===== config.mk =====
export PLATFORM = sky130hd
export DESIGN_NAME = sram_port_arbiter
export DESIGN_NICKNAME = d
export VERILOG_FILES = /design/src/rtl/sram_port_arbiter_pkg.sv /design/src/rtl/sram_port_arbiter.sv
export SDC_FILE = /design/constraint.sdc
export NUM_CORES = 1
export LEC_CHECK = 0
export ABC_AREA = 0
export BUFFER_PORTS_ARGS = -buffer_cell sky130_fd_sc_hd__clkbuf_2
export CAP_MARGIN = 10
export CORE_AREA = 2 2 107 109
export DETAILED_ROUTE_END_ITERATION = 10
export DIE_AREA = 0 0 109 111
export PLACE_DENSITY_LB_ADDON = 0.1
export SLEW_MARGIN = 20
export SYNTH_ARGS = -nofsm -noshare
export SYNTH_HDL_FRONTEND = slang
export SYNTH_SLANG_ARGS = --single-unit
export TNS_END_PERCENT = 5

===== constraint.sdc =====
create_clock -name clk -period 3.9 [get_ports clk]
set_input_delay 0.195 -clock clk [delete_from_list [all_inputs] [get_ports clk]]
set_output_delay 0.195 -clock clk [all_outputs]
set_load 0.05 [all_outputs]

===== src/rtl/sram_port_arbiter_pkg.sv =====
// Shared types and default widths for the unified-memory SRAM port arbiter.
package sram_port_arbiter_pkg;

  localparam int DEF_ADDR_W     = 32;
  localparam int DEF_DATA_W     = 32;
  localparam int DEF_STARVE_MAX = 4;

  // Owner of the read response that returns from the SRAM next cycle
  typedef enum logic [1:0] {
    NONE = 2'd0,
    INST = 2'd1,
    DATA = 2'd2
  } resp_owner_t;

endpackage


===== src/rtl/sram_port_arbiter.sv =====
// Arbitrates one single-port synchronous SRAM between instruction fetch and
// the data stage. Data wins by default; a saturating starvation counter
// forces a fetch grant after STARVE_MAX consecutive denied fetch cycles.
module sram_port_arbiter
  import sram_port_arbiter_pkg::*;
#(
  parameter int ADDR_W     = DEF_ADDR_W,
  parameter int DATA_W     = DEF_DATA_W,
  parameter int STARVE_MAX = DEF_STARVE_MAX
) (
  input  logic                clk,
  input  logic                rst,
  input  logic                inst_req,
  input  logic [ADDR_W-1:0]   inst_addr,
  output logic                inst_gnt,
  output logic                inst_rvalid,
  output logic [DATA_W-1:0]   inst_rdata,
  input  logic                data_req,
  input  logic [DATA_W/8-1:0] data_wen,
  input  logic [ADDR_W-1:0]   data_addr,
  input  logic [DATA_W-1:0]   data_wdata,
  output logic                data_gnt,
  output logic                data_rvalid,
  output logic [DATA_W-1:0]   data_rdata,
  output logic                ram_en,
  output logic [DATA_W/8-1:0] ram_wen,
  output logic [ADDR_W-1:0]   ram_addr,
  output logic [DATA_W-1:0]   ram_wdata,
  input  logic [DATA_W-1:0]   ram_rdata,
  output logic                stallreq
);

  localparam logic [3:0] STARVE_LIM = 4'(STARVE_MAX);

  logic [3:0]  starve_cnt;
  logic        force_inst;
  resp_owner_t sel;
  resp_owner_t resp_owner;
  resp_owner_t resp_owner_nxt;

  assign force_inst = (starve_cnt == STARVE_LIM);

  // Pick this cycle's owner: starved fetch, then data, then fetch
  always_comb begin
    sel = NONE;
    if (force_inst && inst_req) begin
      sel = INST;
    end else if (data_req) begin
      sel = DATA;
    end else if (inst_req) begin
      sel = INST;
    end
  end

  // Grants, stall request and the SRAM command mux
  always_comb begin
    inst_gnt  = inst_req && (sel == INST);
    data_gnt  = data_req && (sel == DATA);
    stallreq  = (inst_req && !inst_gnt) || (data_req && !data_gnt);
    ram_en    = inst_gnt || data_gnt;
    ram_wen   = '0;
    ram_addr  = '0;
    ram_wdata = '0;
    if (sel == DATA) begin
      ram_wen   = data_wen;
      ram_addr  = data_addr;
      ram_wdata = data_wdata;
    end else if (sel == INST) begin
      ram_addr  = inst_addr;
    end
  end

  // Count consecutive denied fetch cycles, saturating at the limit
  always_ff @(posedge clk) begin
    if (rst) begin
      starve_cnt <= '0;
    end else if (inst_req && !inst_gnt) begin
      if (starve_cnt != STARVE_LIM) begin
        starve_cnt <= starve_cnt + 4'd1;
      end
    end else begin
      starve_cnt <= '0;
    end
  end

  // Response tag register; reset drops any outstanding response
  always_ff @(posedge clk) begin
    if (rst) begin
      resp_owner <= NONE;
    end else begin
      resp_owner <= resp_owner_nxt;
    end
  end

  // Next tag: reads produce a response, writes do not
  always_comb begin
    resp_owner_nxt = NONE;
    if (inst_gnt) begin
      resp_owner_nxt = INST;
    end else if (data_gnt && (data_wen == '0)) begin
      resp_owner_nxt = DATA;
    end
  end

  // Route the returning read data to its owner
  always_comb begin
    inst_rvalid = (resp_owner == INST);
    data_rvalid = (resp_owner == DATA);
    inst_rdata  = ram_rdata;
    data_rdata  = ram_rdata;
  end

endmodule


==> results of run 1 <==
metal layers:
metal / track usage [%] / wire length [um] / vias to the layer above / share of wire [%]
li1: - / - / 745 / -
met1: 7.268 / 1725 / 653 / 33
met2: 15.11 / 2844 / 89 / 54
met3: 2.528 / 513 / 24 / 9.7
met4: 3.846 / 182 / 0 / 3.5
met5: 0 / 0 / - / 0
report_power, final:
group          switching (mW)  internal, mW  leakage, nW  total, mW
Sequential           0.000699        0.0629       0.0487     0.0636
Clock                  0.0329         0.131       0.0370      0.164
Combinational           0.232        0.0995         1.07      0.331
path summary, 6_finish.rpt:
kind | start | endpoint | slack, ns
worst max-delay path | starve_cnt[0] | ram_addr[11] | 1.31
worst min-delay path | rst | resp_owner[0] | 0.20
worst max register to register | starve_cnt[0] | resp_owner[1] | 2.02
worst min register to register | starve_cnt[0] | starve_cnt[0] | 0.46
cells in the mapped netlist, drive strengths merged:
cell type / n
a21oi: 2
a22o: 32
and2: 36
and3: 1
and3b: 1
buf: 73
clkbuf: 2
dfxtp: 6
ha: 2
inv: 6
mux2i: 1
nand2: 2
nand3: 1
nor2: 6
nor2b: 3
nor3: 2
o21a: 1
or2: 1
or3: 1
layout make-up:
class | instances | area share [%]
clock buffers | 3 | 3.797
multi-input cells | 92 | 33.73
well taps | 143 | 9.051
flip-flops and latches | 6 | 6.076
repair buffers | 179 | 46.20
inverters | 6 | 1.139
per-stage QoR:
stage	cell area [um2]	power, mW	hold slack, ns	utilization, %	setup WS [ns]
floorplan	1378	0.4757	0.2666	-	1.859
global placement	1902	0.4006	0.3905	17.17	1.518
detailed placement	1902	0.3994	0.3905	17.17	1.478
CTS	1977	0.5684	0.1940	17.85	1.236
global route	1977	0.5860	0.2067	17.85	1.108
finish	1977	0.5592	0.1954	17.85	1.314
kinds of logic (layout without fill, tap and decap cells):
family          after synthesis  count (layout)  share of synthesized area, %
compound gates               35              35                         22.43
fa+ha+maj                     2               2                         1.816
buf+inv                      81             188                         42.87
flops                         6               6                         8.720
mux                           1               1                        0.7266
simple gates                 54              54                         23.43
flip-flops by register name, summed over array words and instances, names as in the netlist:
| signal | count |
|---|---|
| starve_cnt | 4 |
| resp_owner | 2 |
cells in the final DEF, fill, tap and decap left out, drive strengths merged:
cell / instances
and3: 1
nor3: 2
clkbuf: 180
and3b: 1
dfxtp: 6
nor2b: 3
buf: 2
nand2: 2
inv: 6
ha: 2
or2: 1
mux2i: 1
or3: 1
and2: 36
nand3: 1
o21a: 1
a22o: 32
a21oi: 2
nor2: 6
==> impl_metrics.toml, run 1 <==
[status]
run_status = "completed"

[timing]
finClkSkew_ns = 0.0005892
finalCritPeriodShare_pct = 66.30
finalHoldViolCount = 0
grt_setup_unrepaired = "false"
slew_violations = 0
setup_viol = 0
max_slew.worst_pin.slew_ns = 0.6599
finalSetupTns_ns = 0
min_period_ns = 2.586
max_slew_margin_pct = 56.00
max_freq_mhz = 386.7

[setup_path]
critPathMaxStageDelay_ns = 0.55
worstSetupStartpointType = "flop"
crit_fanout = 18
cp_num_buf_inv = 3
cp.arrival_ns = 2.39
path_depth = 7
cp.required_ns = 3.70
end_kind = "output pin"
crit_slowest_cell = "sky130_fd_sc_hd__o21a_1"
critPathKind = "reg2out"
critPathTopFamily = "compound AO/OA/AOI/OAI gates"
length_in_cells_of_the_worst_reg_to_reg_path = 6
crit_path_cell_trace = "inv_1 > ha_1 > and3b_2 > o21a_1 > buf_4 > a22o_1 > clkbuf_2"

[synthesis]
ys_ff_latch = 6
netlist_cell_types = 22
postSynthCellCount = 179
syn_area_per_cell_um2 = 7.696
synthesis.yosys.warnings = 0
post_synth_main_area_contributors = "sky130_fd_sc_hd__buf_4 37%, sky130_fd_sc_hd__a22o_1 20%, sky130_fd_sc_hd__and2_1 16%"
yosysSeqAreaShare_pct = 8.719
yosys.area.top_type_share_pct = 36.51
netlist.top_cell.by_area = "sky130_fd_sc_hd__buf_4"
synth_fp_nets = 317
post_synth_instance_area_mm2 = 0.001378

[detailed_routing]
routed_via_density = 3.522
postRouteWirelength_mm = 5.265
dr.first_iter.drc_count = 41
post_drt_wl_per_cell_um = 12.27
dr.pass1.iters = 3
antenna_left = 0
route.detailed.drc = 0
via_count = 1511

[global_route]
via_count_of_the_first_global_routing_pass = 1395
globalRouteTotalUtil_pct = 7.899
grt_pass1_wl_mm = 7.355
grt_antenna_before_repair = 0
grt_max_degree = 53
grt.overflow.total = 0

[clock_tree]
tritoncts_num_sinks = 6
post_cts_resize_count = 0
path_clk_slew_ns = 0.03
number_of_h_tree_levels = 1
clock_insertion_delay_worst_skew_ns = 0.23
number_of_clock_buffers_inserted_by_tritoncts = 3
max_buffers_root_to_sink = 2
cts_tree = "yes"
cts_hold_repair.buffers = 0
post_cts_buffers = 0
cell_at_the_root_of_the_clock_tree = "sky130_fd_sc_hd__clkbuf_16"

[floorplan]
initial_core_util_pct = 12.44
core_region_area_mm2 = 0.01108
ios = 274
core.rowCount = 39
dieHeight_um = 111
die_w_um = 109
design.die.area_mm2 = 0.01210

[cells_and_area]
multiInputGateArea_um2 = 666.9
area_growth_pct = 43.51
nets = 426
antennaDiodeCount = 0
layout.area.seq_um2 = 120.1
fill_cell_instance_count_of_the_final_layout = 1278
fin_cells = 429
drive_above_1_share_pct = 65.03

[worst_hold_path]
timing.hold.worst.class = "in2reg"
timing.hold.worst_path_depth = 2

[place]
detailed_place_hpwl_mm = 4.586
place_inst = 426
port-buffer-count = 177
globalplace.congestion = 0.7174

[pwr]
ir_worst_vdd_uv = 152.2
power.leakage_nw = 1.155
power_density_mw_per_mm2 = 282.9

[flow_run]
cap_violations = 0
No activity file was read; power rests on OpenSTA's default activity.
==> run 2: changes to the inputs <==
--- a/config.mk
+++ b/config.mk
@@ -8,9 +8,9 @@
 export ABC_AREA = 0
 export BUFFER_PORTS_ARGS = -buffer_cell sky130_fd_sc_hd__clkbuf_2
 export CAP_MARGIN = 10
-export CORE_AREA = 2 2 107 109
+export CORE_AREA = 2 2 108 110
 export DETAILED_ROUTE_END_ITERATION = 10
-export DIE_AREA = 0 0 109 111
+export DIE_AREA = 0 0 110 112
 export PLACE_DENSITY_LB_ADDON = 0.1
 export SLEW_MARGIN = 20
 export SYNTH_ARGS = -nofsm -noshare
==> constraint.sdc (replaced) <==
create_clock -name clk -period 2.3 [get_ports clk]
set_input_delay 0.115 -clock clk [delete_from_list [all_inputs] [get_ports clk]]
set_output_delay 0.115 -clock clk [all_outputs]
set_load 0.05 [all_outputs]
==> impl_metrics.toml, run 2 (same netlist as run 1, synthesis figures left out) <==
[status]
run_status = "completed"

[place]
detailed_place_hpwl_mm = 4.611
globalplace.congestion = 0.7199
place_worst_setup_slack_ns = 0.3910
port-buffer-count = 177

[clock_tree]
clock_insertion_delay_worst_skew_ns = 0.23
post_cts_resize_count = 0
cts_tree = "yes"
number_of_clock_buffers_inserted_by_tritoncts = 3
post_cts_buffers = 0
number_of_h_tree_levels = 1
max_buffers_root_to_sink = 2
path_clk_slew_ns = 0.03
cts_hold_repair.buffers = 0
tritoncts_num_sinks = 6
cell_at_the_root_of_the_clock_tree = "sky130_fd_sc_hd__clkbuf_16"

[setup_path]
cp.required_ns = 2.18
end_kind = "output pin"
worstSetupStartpointType = "flop"
r2r_setup_slack_ns = 0.76
cp.arrival_ns = 2.04
critPathKind = "reg2out"
crit_fanout = 57

[floorplan]
design.die.area_mm2 = 0.01232
core_region_area_mm2 = 0.01117
dieHeight_um = 112
ios = 274
initial_core_util_pct = 12.33
core.rowCount = 39
die_w_um = 110

[timing]
max_slew_margin_pct = 79.80
setup_viol = 0
slew_violations = 0
grt_setup_unrepaired = "false"
max_slew.worst_pin.slew_ns = 0.3043
max_freq_mhz = 464.9
timing.hold.ws_ns = 0.1128
fin_ws_ns = 0.1490
finClkSkew_ns = 0.0002273
min_period_ns = 2.151
finalCritPeriodShare_pct = 93.52
finalHoldViolCount = 0
finalSetupTns_ns = 0

[worst_hold_path]
timing.hold.worst.class = "in2reg"

[detailed_routing]
postRouteWirelength_mm = 5.176
via_count = 1526
route.detailed.drc = 0
dr.first_iter.drc_count = 34
routed_via_density = 3.541
antenna_left = 0
dr.pass1.iters = 4
post_drt_wl_per_cell_um = 12.01

[global_route]
globalRouteTotalUtil_pct = 7.773
grt_antenna_before_repair = 0
grt_pass1_wl_mm = 7.507
grt.overflow.total = 0
via_count_of_the_first_global_routing_pass = 1491
grt_max_degree = 58

[cells_and_area]
layout_common_cells = "161 x sky130_fd_sc_hd__clkbuf_2, 36 x sky130_fd_sc_hd__and2_1, 32 x sky130_fd_sc_hd__a22o_1"
drive_above_1_share_pct = 65.28
antennaDiodeCount = 0
fill_cell_instance_count_of_the_final_layout = 1272
mostFrequentLayoutCell = "sky130_fd_sc_hd__clkbuf_2"
max_flop_register = "starve_cnt"
nets = 428
area_growth_pct = 62.03
layout_top_registers = "starve_cnt (4), resp_owner (2)"
largest_register_ffs = 4

[pwr]
power_density_mw_per_mm2 = 455.2
ir_worst_vdd_uv = 226.5
power.leakage_nw = 1.238
finalPower_mw = 1.016

[flow_run]
cap_violations = 0
run 2: cell count changes in the layout (fill, tap and decap cells not counted), sizes merged:
cell	change
clkbuf	-16
buf	+18
run 2: path summary, 6_finish.rpt:
check | startpoint | endpoint | cells past startpoint
worst max-delay path | starve_cnt[0] | ram_addr[14] | 7
worst min-delay path | rst | resp_owner[0] | 2
worst max register to register | starve_cnt[0] | starve_cnt[2] | 5
worst min register to register | starve_cnt[0] | starve_cnt[0] | 1
run 2: through the flow:
step                utilization (%)  cells  instance area, um2
finish                        19.98    431                2232
global route                  19.98    431                2232
CTS                           19.98    431                2232
detailed placement            19.30    428                2157
global placement              19.30    428                2157
floorplan                         -    179                1378
run 2: per-layer routing:
metal  share of wire [%]  vias to the layer above  track usage (%)
met4                 2.1                        0            2.363
met2                  56                      116            15.62
li1                    -                      750                -
met5                   0                        -                0
met3                  11                       16            2.108
met1                  31                      644            7.329
run 2: worst max-delay path: stages, from the launching register on:
cell and delay (ns):
sky130_fd_sc_hd__dfxtp_1 0.36, sky130_fd_sc_hd__inv_1 0.06, sky130_fd_sc_hd__ha_1 0.22, sky130_fd_sc_hd__and3b_2 0.26, sky130_fd_sc_hd__a21oi_4 0.18, sky130_fd_sc_hd__buf_12 0.23
sky130_fd_sc_hd__a22o_1 0.19, sky130_fd_sc_hd__clkbuf_2 0.27
run 2: where the power goes:
group	internal, mW	switching, mW
clock	0.223	0.0567
sequential	0.107	0.00117
combinational	0.225	0.403
run 2: layout make-up:
cell class	count	area, um2	area share, %
Tap cell	143	178.9	8.016
Inverter	6	22.52	1.009
Multi-Input combinational cell	92	666.9	29.88
Timing Repair Buffer	181	1169	52.35
Sequential cell	6	120.1	5.381
Clock buffer	3	75.07	3.363
